--- config.mk ---
export PLATFORM = sky130hd
export DESIGN_NAME = register_file_sb
export DESIGN_NICKNAME = d
export VERILOG_FILES = /design/src/rtl/register_file_sb_pkg.sv /design/src/rtl/register_file_sb_decoder_onehot.sv /design/src/rtl/register_file_sb.sv
export SDC_FILE = /design/constraint.sdc
export NUM_CORES = 2
export LEC_CHECK = 0
export ABC_AREA = 1
export CORE_ASPECT_RATIO = 0.7
export CORE_UTILIZATION = 63
export CTS_CLUSTER_DIAMETER = 200
export DETAILED_ROUTE_END_ITERATION = 7
export PLACE_DENSITY_LB_ADDON = 0.1
export SETUP_SLACK_MARGIN = 0.05
export SLEW_MARGIN = 20
export SYNTH_ARGS = -nofsm -noshare
export SYNTH_HDL_FRONTEND = slang
export SYNTH_HIERARCHICAL = 1
export SYNTH_SLANG_ARGS = --single-unit
--- constraint.sdc ---
create_clock -name clk -period 2.82 [get_ports clk]
set_input_delay 0.282 -clock clk [delete_from_list [all_inputs] [get_ports clk]]
set_output_delay 0.282 -clock clk [all_outputs]
set_load 0.02 [all_outputs]
--- src/rtl/register_file_sb_pkg.sv ---
// Shared constants and the address-width helper for the scoreboarded register file.
package register_file_sb_pkg;

   localparam int DATA_WIDTH_DEF = 32;
   localparam int NUM_REGS_DEF   = 32;

   // ceil(log2(n)) with a floor of 1 so a two-entry file still gets one index bit.
   function automatic int addr_width_f(input int n);
      int w;
      w = 1;
      while ((1 << w) < n) w++;
      return w;
   endfunction

endpackage

--- src/rtl/register_file_sb_decoder_onehot.sv ---
// Index-to-one-hot decoder; indices at or above N decode to all-zero.
module decoder_onehot
   import register_file_sb_pkg::*;
#(
   parameter  int N = NUM_REGS_DEF,
   localparam int W = addr_width_f(N)
) (
   input  logic [W-1:0] idx_i,
   input  logic         en_i,
   output logic [N-1:0] sel_o
);

   always_comb begin
      sel_o = '0;
      for (int k = 0; k < N; k++) begin
         if (en_i && (idx_i == W'(k))) sel_o[k] = 1'b1;
      end
   end

endmodule

--- src/rtl/register_file_sb.sv ---
// Register file with per-register pending (scoreboard) bits; register 0 is hardwired zero.
// Define REGFILE_BYPASS_EN to forward same-cycle write data to the read ports.
module register_file_sb
   import register_file_sb_pkg::*;
#(
   parameter  int DATA_WIDTH = DATA_WIDTH_DEF,
   parameter  int NUM_REGS   = NUM_REGS_DEF,
   localparam int ADDR_WIDTH = addr_width_f(NUM_REGS)
) (
   input  logic                  clk,
   input  logic                  reset,
   input  logic                  in_WriteEnable,
   input  logic [ADDR_WIDTH-1:0] in_WriteRegister,
   input  logic [DATA_WIDTH-1:0] in_WriteData,
   input  logic [ADDR_WIDTH-1:0] in_ReadRegister1,
   input  logic [ADDR_WIDTH-1:0] in_ReadRegister2,
   output logic [DATA_WIDTH-1:0] o_ReadData1,
   output logic [DATA_WIDTH-1:0] o_ReadData2,
   input  logic                  in_Reserve,
   input  logic [ADDR_WIDTH-1:0] in_ReserveRegister,
   output logic                  o_Pending1,
   output logic                  o_Pending2,
   output logic [NUM_REGS-1:0]   o_WriteSelect
);

   logic [DATA_WIDTH-1:0] regs_q [NUM_REGS-1:1];
   logic [DATA_WIDTH-1:0] regs_d [NUM_REGS-1:1];
   logic [NUM_REGS-1:0]   pending_q;
   logic [NUM_REGS-1:0]   pending_d;
   logic [NUM_REGS-1:0]   wsel;
   logic [NUM_REGS-1:0]   rsel;
   logic                  wr_en;
   logic                  rsv_en;

   // Gating by reset keeps strobes inert while the array is held clear.
   assign wr_en  = in_WriteEnable && reset && (in_WriteRegister != '0);
   assign rsv_en = in_Reserve && reset && (in_ReserveRegister != '0);

   decoder_onehot #(.N(NUM_REGS)) u_dec_wr (
      .idx_i (in_WriteRegister),
      .en_i  (wr_en),
      .sel_o (wsel)
   );

   decoder_onehot #(.N(NUM_REGS)) u_dec_rsv (
      .idx_i (in_ReserveRegister),
      .en_i  (rsv_en),
      .sel_o (rsel)
   );

   assign o_WriteSelect = wsel;

   // Reserve is OR-ed after the write clear, so a same-cycle reserve wins.
   assign pending_d = (pending_q & ~wsel) | rsel;

   always_comb begin
      regs_d = regs_q;
      for (int k = 1; k < NUM_REGS; k++) begin
         if (wsel[k]) regs_d[k] = in_WriteData;
      end
   end

   always_ff @(posedge clk or negedge reset) begin
      if (!reset) begin
         for (int k = 1; k < NUM_REGS; k++) regs_q[k] <= '0;
         pending_q <= '0;
      end else begin
         regs_q    <= regs_d;
         pending_q <= pending_d;
      end
   end

   logic [ADDR_WIDTH-1:0] raddr [2];
   logic [DATA_WIDTH-1:0] rdata [2];
   logic                  rpend [2];

   assign raddr[0] = in_ReadRegister1;
   assign raddr[1] = in_ReadRegister2;

   // Index 0 and out-of-range indices match no entry and fall through to zero.
   always_comb begin
      for (int p = 0; p < 2; p++) begin
         rdata[p] = '0;
         rpend[p] = 1'b0;
         for (int k = 1; k < NUM_REGS; k++) begin
            if (raddr[p] == ADDR_WIDTH'(k)) begin
               rdata[p] = regs_q[k];
               rpend[p] = pending_q[k];
`ifdef REGFILE_BYPASS_EN
               if (wsel[k]) begin
                  rdata[p] = in_WriteData;
                  rpend[p] = rsel[k];
               end
`endif
            end
         end
      end
   end

   assign o_ReadData1 = rdata[0];
   assign o_ReadData2 = rdata[1];
   assign o_Pending1  = rpend[0];
   assign o_Pending2  = rpend[1];

endmodule
Word level (Yosys, flattened, before mapping)

Index checks and enable logic that the tools add are counted.

Flip-flop bits (word level): 1024
Bits in latches: 0
RAM bits: 0
Bits in read-only memories: 0
Input port bits: 56
Output and inout bits: 98
Word-level logic and storage cells: 419
Memories: 0

Add/sub/neg operators: 0
$mul: 0
Divide/modulo/power cells: 0
Magnitude comparators: 0
Equality and inequality tests: 124
Shift-type cells: 0
Multiplexer cells: 188
Bitwise operators: 3
Reduce and logical (&&, ||, !) cells: 72

Operators by type and width:

| cell                 | number |
|---|---|
| $mux W32             | 62 |
| $eq A5 B5 Y1 const B | 64 |
| $eq A5 B4 Y1 const B | 32 |
| $mux W1              | 126 |
| $eq A5 B3 Y1 const B | 16 |
| $logic_and A1 B1 Y1  | 68 |
| $eq A5 B2 Y1 const B | 8 |
| $and A32 B32 Y32     | 1 |
| $not A32 Y32         | 1 |
| $or A32 B32 Y32      | 1 |
| $eq A5 B1 Y1 const B | 4 |
| $logic_not A5 Y1     | 2 |
| $reduce_bool A5 Y1   | 2 |

Logic depth before layout (Yosys ltp)

Depth after elaboration: 32
Depth in mapped cells: 22

Modules after synthesis

The synthesis kept the hierarchy.

Modules (own cells, without submodules):

| module           | instances | cells an instance | area an instance (µm²) | seq. area each (µm²) |
|---|---|---|---|---|
| register_file_sb | 1         | 6603              | 53705.3                | 25599.6 |
| decoder_onehot   | 2         | 67                | 266.5                  | 0.0 |

Worst setup path after synthesis

No wires, ideal clock.

Path type: input to register
Start point: input port in_WriteRegister[3]
End point: register regs_q[711] (netlist bit)
Setup time: 125 ps
Arrival: 2272 ps
Required time: 2695 ps
Slack: 423 ps
Stages: 9
Path through: or3_1 > o311ai_0 > inv_1 > nand2_1 > buf_2 > nor2_1 > clkbuf_1 > clkbuf_1 > mux2_2

Word-level cells in the longest chain between the ends: 4
Elaborated cells between the ends (all ways): 5

Ends and longest elaborated chain:

| item                        | line                                  | source |
|---|---|---|
| start, declared             | register_file_sb.sv:13                | `input logic [ADDR_WIDTH-1:0] in_WriteRegister,` |
| $reduce_bool A5 Y1          | register_file_sb.sv:36                | `assign wr_en = in_WriteEnable && reset && (in_WriteRegister != '0);` |
| $logic_and A1 B1 Y1         | register_file_sb.sv:36                |  |
| named net wr_en             | register_file_sb.sv:32                | `logic wr_en;` |
| $logic_and A1 B1 Y1         | register_file_sb_decoder_onehot.sv:16 | `if (en_i && (idx_i == W'(k))) sel_o[k] = 1'b1;` |
| $mux W1                     | register_file_sb_decoder_onehot.sv:16 |  |
| named net o_WriteSelect[23] | register_file_sb.sv:23                | `output logic [NUM_REGS-1:0] o_WriteSelect` |
| end signal, assigned        | register_file_sb.sv:68                | `regs_q <= regs_d;` |
| end, declared               | register_file_sb.sv:26                | `logic [DATA_WIDTH-1:0] regs_q [NUM_REGS-1:1];` |

The timed path passes the listed nets, and every way through them passes these cells.
A chain may end at the register's enable or synchronous reset.

Worst setup path in the final report

Start point: register regs_q[67] (netlist bit)
End point: output port o_ReadData2[3]

Word-level cells in the longest chain between the ends: 29

Ends and longest elaborated chain:

| item                   | line                   | source |
|---|---|---|
| $mux W32 (29 in a row) | register_file_sb.sv:86 | `if (raddr[p] == ADDR_WIDTH'(k)) begin` |
| end, declared          | register_file_sb.sv:18 | `output logic [DATA_WIDTH-1:0] o_ReadData2,` |

Every way passes these cells.

==> impl_metrics.csv <==
group,metric,value,unit
place,port_buffers,153,
timing,hold_viol,0,
floorplanning,rows,89,
floorplanning,pin_count,154,
job,drv_cap,0,
clocking,path_clk_slew,0.07,ns
route,vias,54100,
logic_synthesis,netlist_instances,6736,
worst_setup_path,cp_max_fo,3,
place,place_ws,-2.01,ns
grt,grt_max_degree,171,
logic_synthesis,avgSynthCellArea,8.05,um^2
logic_synthesis,syn_nets,6792,
timing,fin_crit_sh,1.50,
timing,rsz0062_at_grt,"yes",
cells_and_area,fin_cells,8481,
floorplanning,die_w,353,um
worst_setup_path,timing.rr.start,"regs_q[95]$_DFFE_PN0P_",
place,dp_cells,8238,
worst_setup_path,cp.required,2.54,ns
cells_and_area,syn2layout_area_growth,23.4,%
timing,fin_skew,0,ns
clocking,root_buffer,"clkbuf_16",
status,failed_checks,"design-rule violations, negative setup slack",
floorplanning,die_h,247,um
clocking,cts_max_path_buffers,3,
place,place.detailed.hpwl,149,mm
logic_synthesis,syn_area,54200,um^2
timing,slew_viol_final,0,
cells_and_area,final_nets,7315,
timing,timing.final.ws_setup,-1.41,ns
power_and_ir_drop,p_leak,31.9,nW
clocking,clkLatencyLatePin,0.71,ns
route,via_per_inst,6.38,
worst_setup_path,start_kind,"flop",
worst_setup_path,path_class,"flop to output port",
route,avgRoutedWirePerCell,25.2,um
place,dpl-instance-area,61900,um^2
route,drt_iter0_drc,8879,
route,drc,2,
timing,fmax,236,MHz
place,gp_congestion,1.09,
floorplanning,fp.dieArea,87300,um^2
clocking,cts.sink_count,1023,
worst_setup_path,arrival,3.95,ns
grt,grt_pass1_vias,51000,
power_and_ir_drop,vdd_ir_drop_max,0.630,mV
clocking,cts_tree,"yes",
clocking,tritoncts.num_buffers,100,
timing,tightest_slew,1.05,ns
floorplanning,coreArea,84700,um^2
route,drtAntennaViolNets,0,
grt,grt_pass1_wl,315,mm
timing,whs,0.255,ns
route,wl,214,mm
min_path,hold_path.class,"input port to asynchronous set/reset pin",
grt,track_usage,0.483,
power_and_ir_drop,power.total,39.9,mW
timing,fin_crit,4.23,ns
cells_and_area,fillerInstances,5641,
worst_setup_path,r2r_slack,1.76,ns
cells_and_area,fin_area,66900,um^2
route,dr.pass1.iters,8,
clocking,cts-htree-levels,3,
timing,setup_viol,66,
grt,antenna_found_initial,9,
worst_setup_path,r2r_end,"regs_q[95]$_DFFE_PN0P_",
floorplanning,initial_core_util,0.640,
timing,relSlewSlack,0.297,
cells_and_area,drive_above_1_share,0.265,
status,status,"finished with violations",
logic_synthesis,yosys_warnings,6,
worst_setup_path,reg2regPathDepth,3,
power_and_ir_drop,power_density,596,nW/um^2
grt,gr-total-overflow,0,
worst_setup_path,endpoint_kind,"output port",
cells in the final DEF, fill, tap and decap left out, drive strengths merged:
| cell | instances |
|---|---|
| mux2 | 599 |
| nand4 | 592 |
| o2111ai | 2 |
| a21oi | 38 |
| o21ai | 452 |
| diode | 6 |
| clkbuf | 150 |
| nand3 | 89 |
| clkdlybuf4s50 | 43 |
| bufinv | 11 |
| dfrtp | 1023 |
| bufbuf | 1 |
| clkinvlp | 2 |
| or3 | 2 |
| buf | 821 |
| dlymetal6s2s | 4 |
| dlygate4sd3 | 1 |
| inv | 547 |
| o21bai | 31 |
| o311ai | 2 |
| dlygate4sd2 | 19 |
| clkdlybuf4s15 | 3 |
| clkinv | 25 |
| nor3 | 20 |
| nor2 | 915 |
| nand2 | 1946 |
cell type report:
| class | instances | area (um^2) | area share |
|---|---|---|---|
| Clock inverter | 32 | 473 | 0.00706 |
| Timing Repair Buffer | 893 | 8530 | 0.127 |
| Antenna cell | 6 | 15.0 | 0.000224 |
| Tap cell | 1137 | 1420 | 0.0212 |
| Sequential cell | 1023 | 25600 | 0.382 |
| Inverter | 553 | 2120 | 0.0317 |
| Clock buffer | 149 | 2990 | 0.0446 |
| Multi-Input combinational cell | 4688 | 25800 | 0.385 |
worst max-delay path by stage:
| stage | startpoint | end | slack, ns | depth (start not counted) |
|---|---|---|---|---|
| final | regs_q[67]$_DFFE_PN0P_ | o_ReadData2[3] | -1.41 | 19 |
| after global routing | regs_q[67]$_DFFE_PN0P_ | o_ReadData1[3] | -1.46 | 19 |
| after CTS | regs_q[94]$_DFFE_PN0P_ | o_ReadData2[30] | -1.29 | 17 |
| after detailed placement | in_ReadRegister1[2] | o_ReadData1[12] | -2.01 | 22 |
| after global placement | in_ReadRegister1[2] | o_ReadData1[12] | -1.99 | 22 |
| after floorplan | in_WriteRegister[3] | regs_q[711]$_DFFE_PN0P_ | 0.42 | 9 |
where the power goes:
group	internal, mW	switching (mW)
Combinational	2.69	4.24
Clock	8.32	6.09
Sequential	17.0	1.57
Total	28.0	11.9
metal layers:
layer | vias up | track usage | wire (um)
met3 | 772 | 0.215 | 37700
li1 | 23000 | - | -
met5 | - | 0.0108 | 175
met4 | 8 | 0.233 | 12000
met1 | 26000 | 0.652 | 78900
met2 | 4354 | 0.658 | 85200
registers in the layout, indices dropped and copies added (netlist names):
name       count
regs_q       992
pending_q     31
critical path, cell delays in order, from the launching register on:
cell and delay [ns]:
dfrtp_1 0.41, nand4_1 0.12, nand3_1 0.10, nor2_2 0.16, nand4_1 0.38, nor2_1 0.23, nand4_1 0.10, nor2_1 0.13
nand4_1 0.12, nor2_1 0.13, buf_4 0.16, nand4_1 0.11, buf_6 0.16, nor2_4 0.08, nand4_1 0.08, nor2_1 0.10
nand4_1 0.18, nor2_1 0.17, nand4_1 0.13, buf_6 0.17
timing repair:
action,CTS,global route
endpoints found under the setup margin,86,71
gates cloned,5,1
pin swaps,262,340
hold endpoints to repair,90,0
gates resized for setup,566,129
setup buffers,36,18
hold buffers,1,0
per-stage QoR:
stage | setup TNS, ns | util
finish | -64.94 | 0.790
global route | -71.77 | 0.790
CTS | -61.35 | 0.783
detailed placement | -113.81 | 0.730
global placement | -111.86 | 0.730
floorplan | 0 | -
Note: power is estimated with default switching activity, not from simulation.
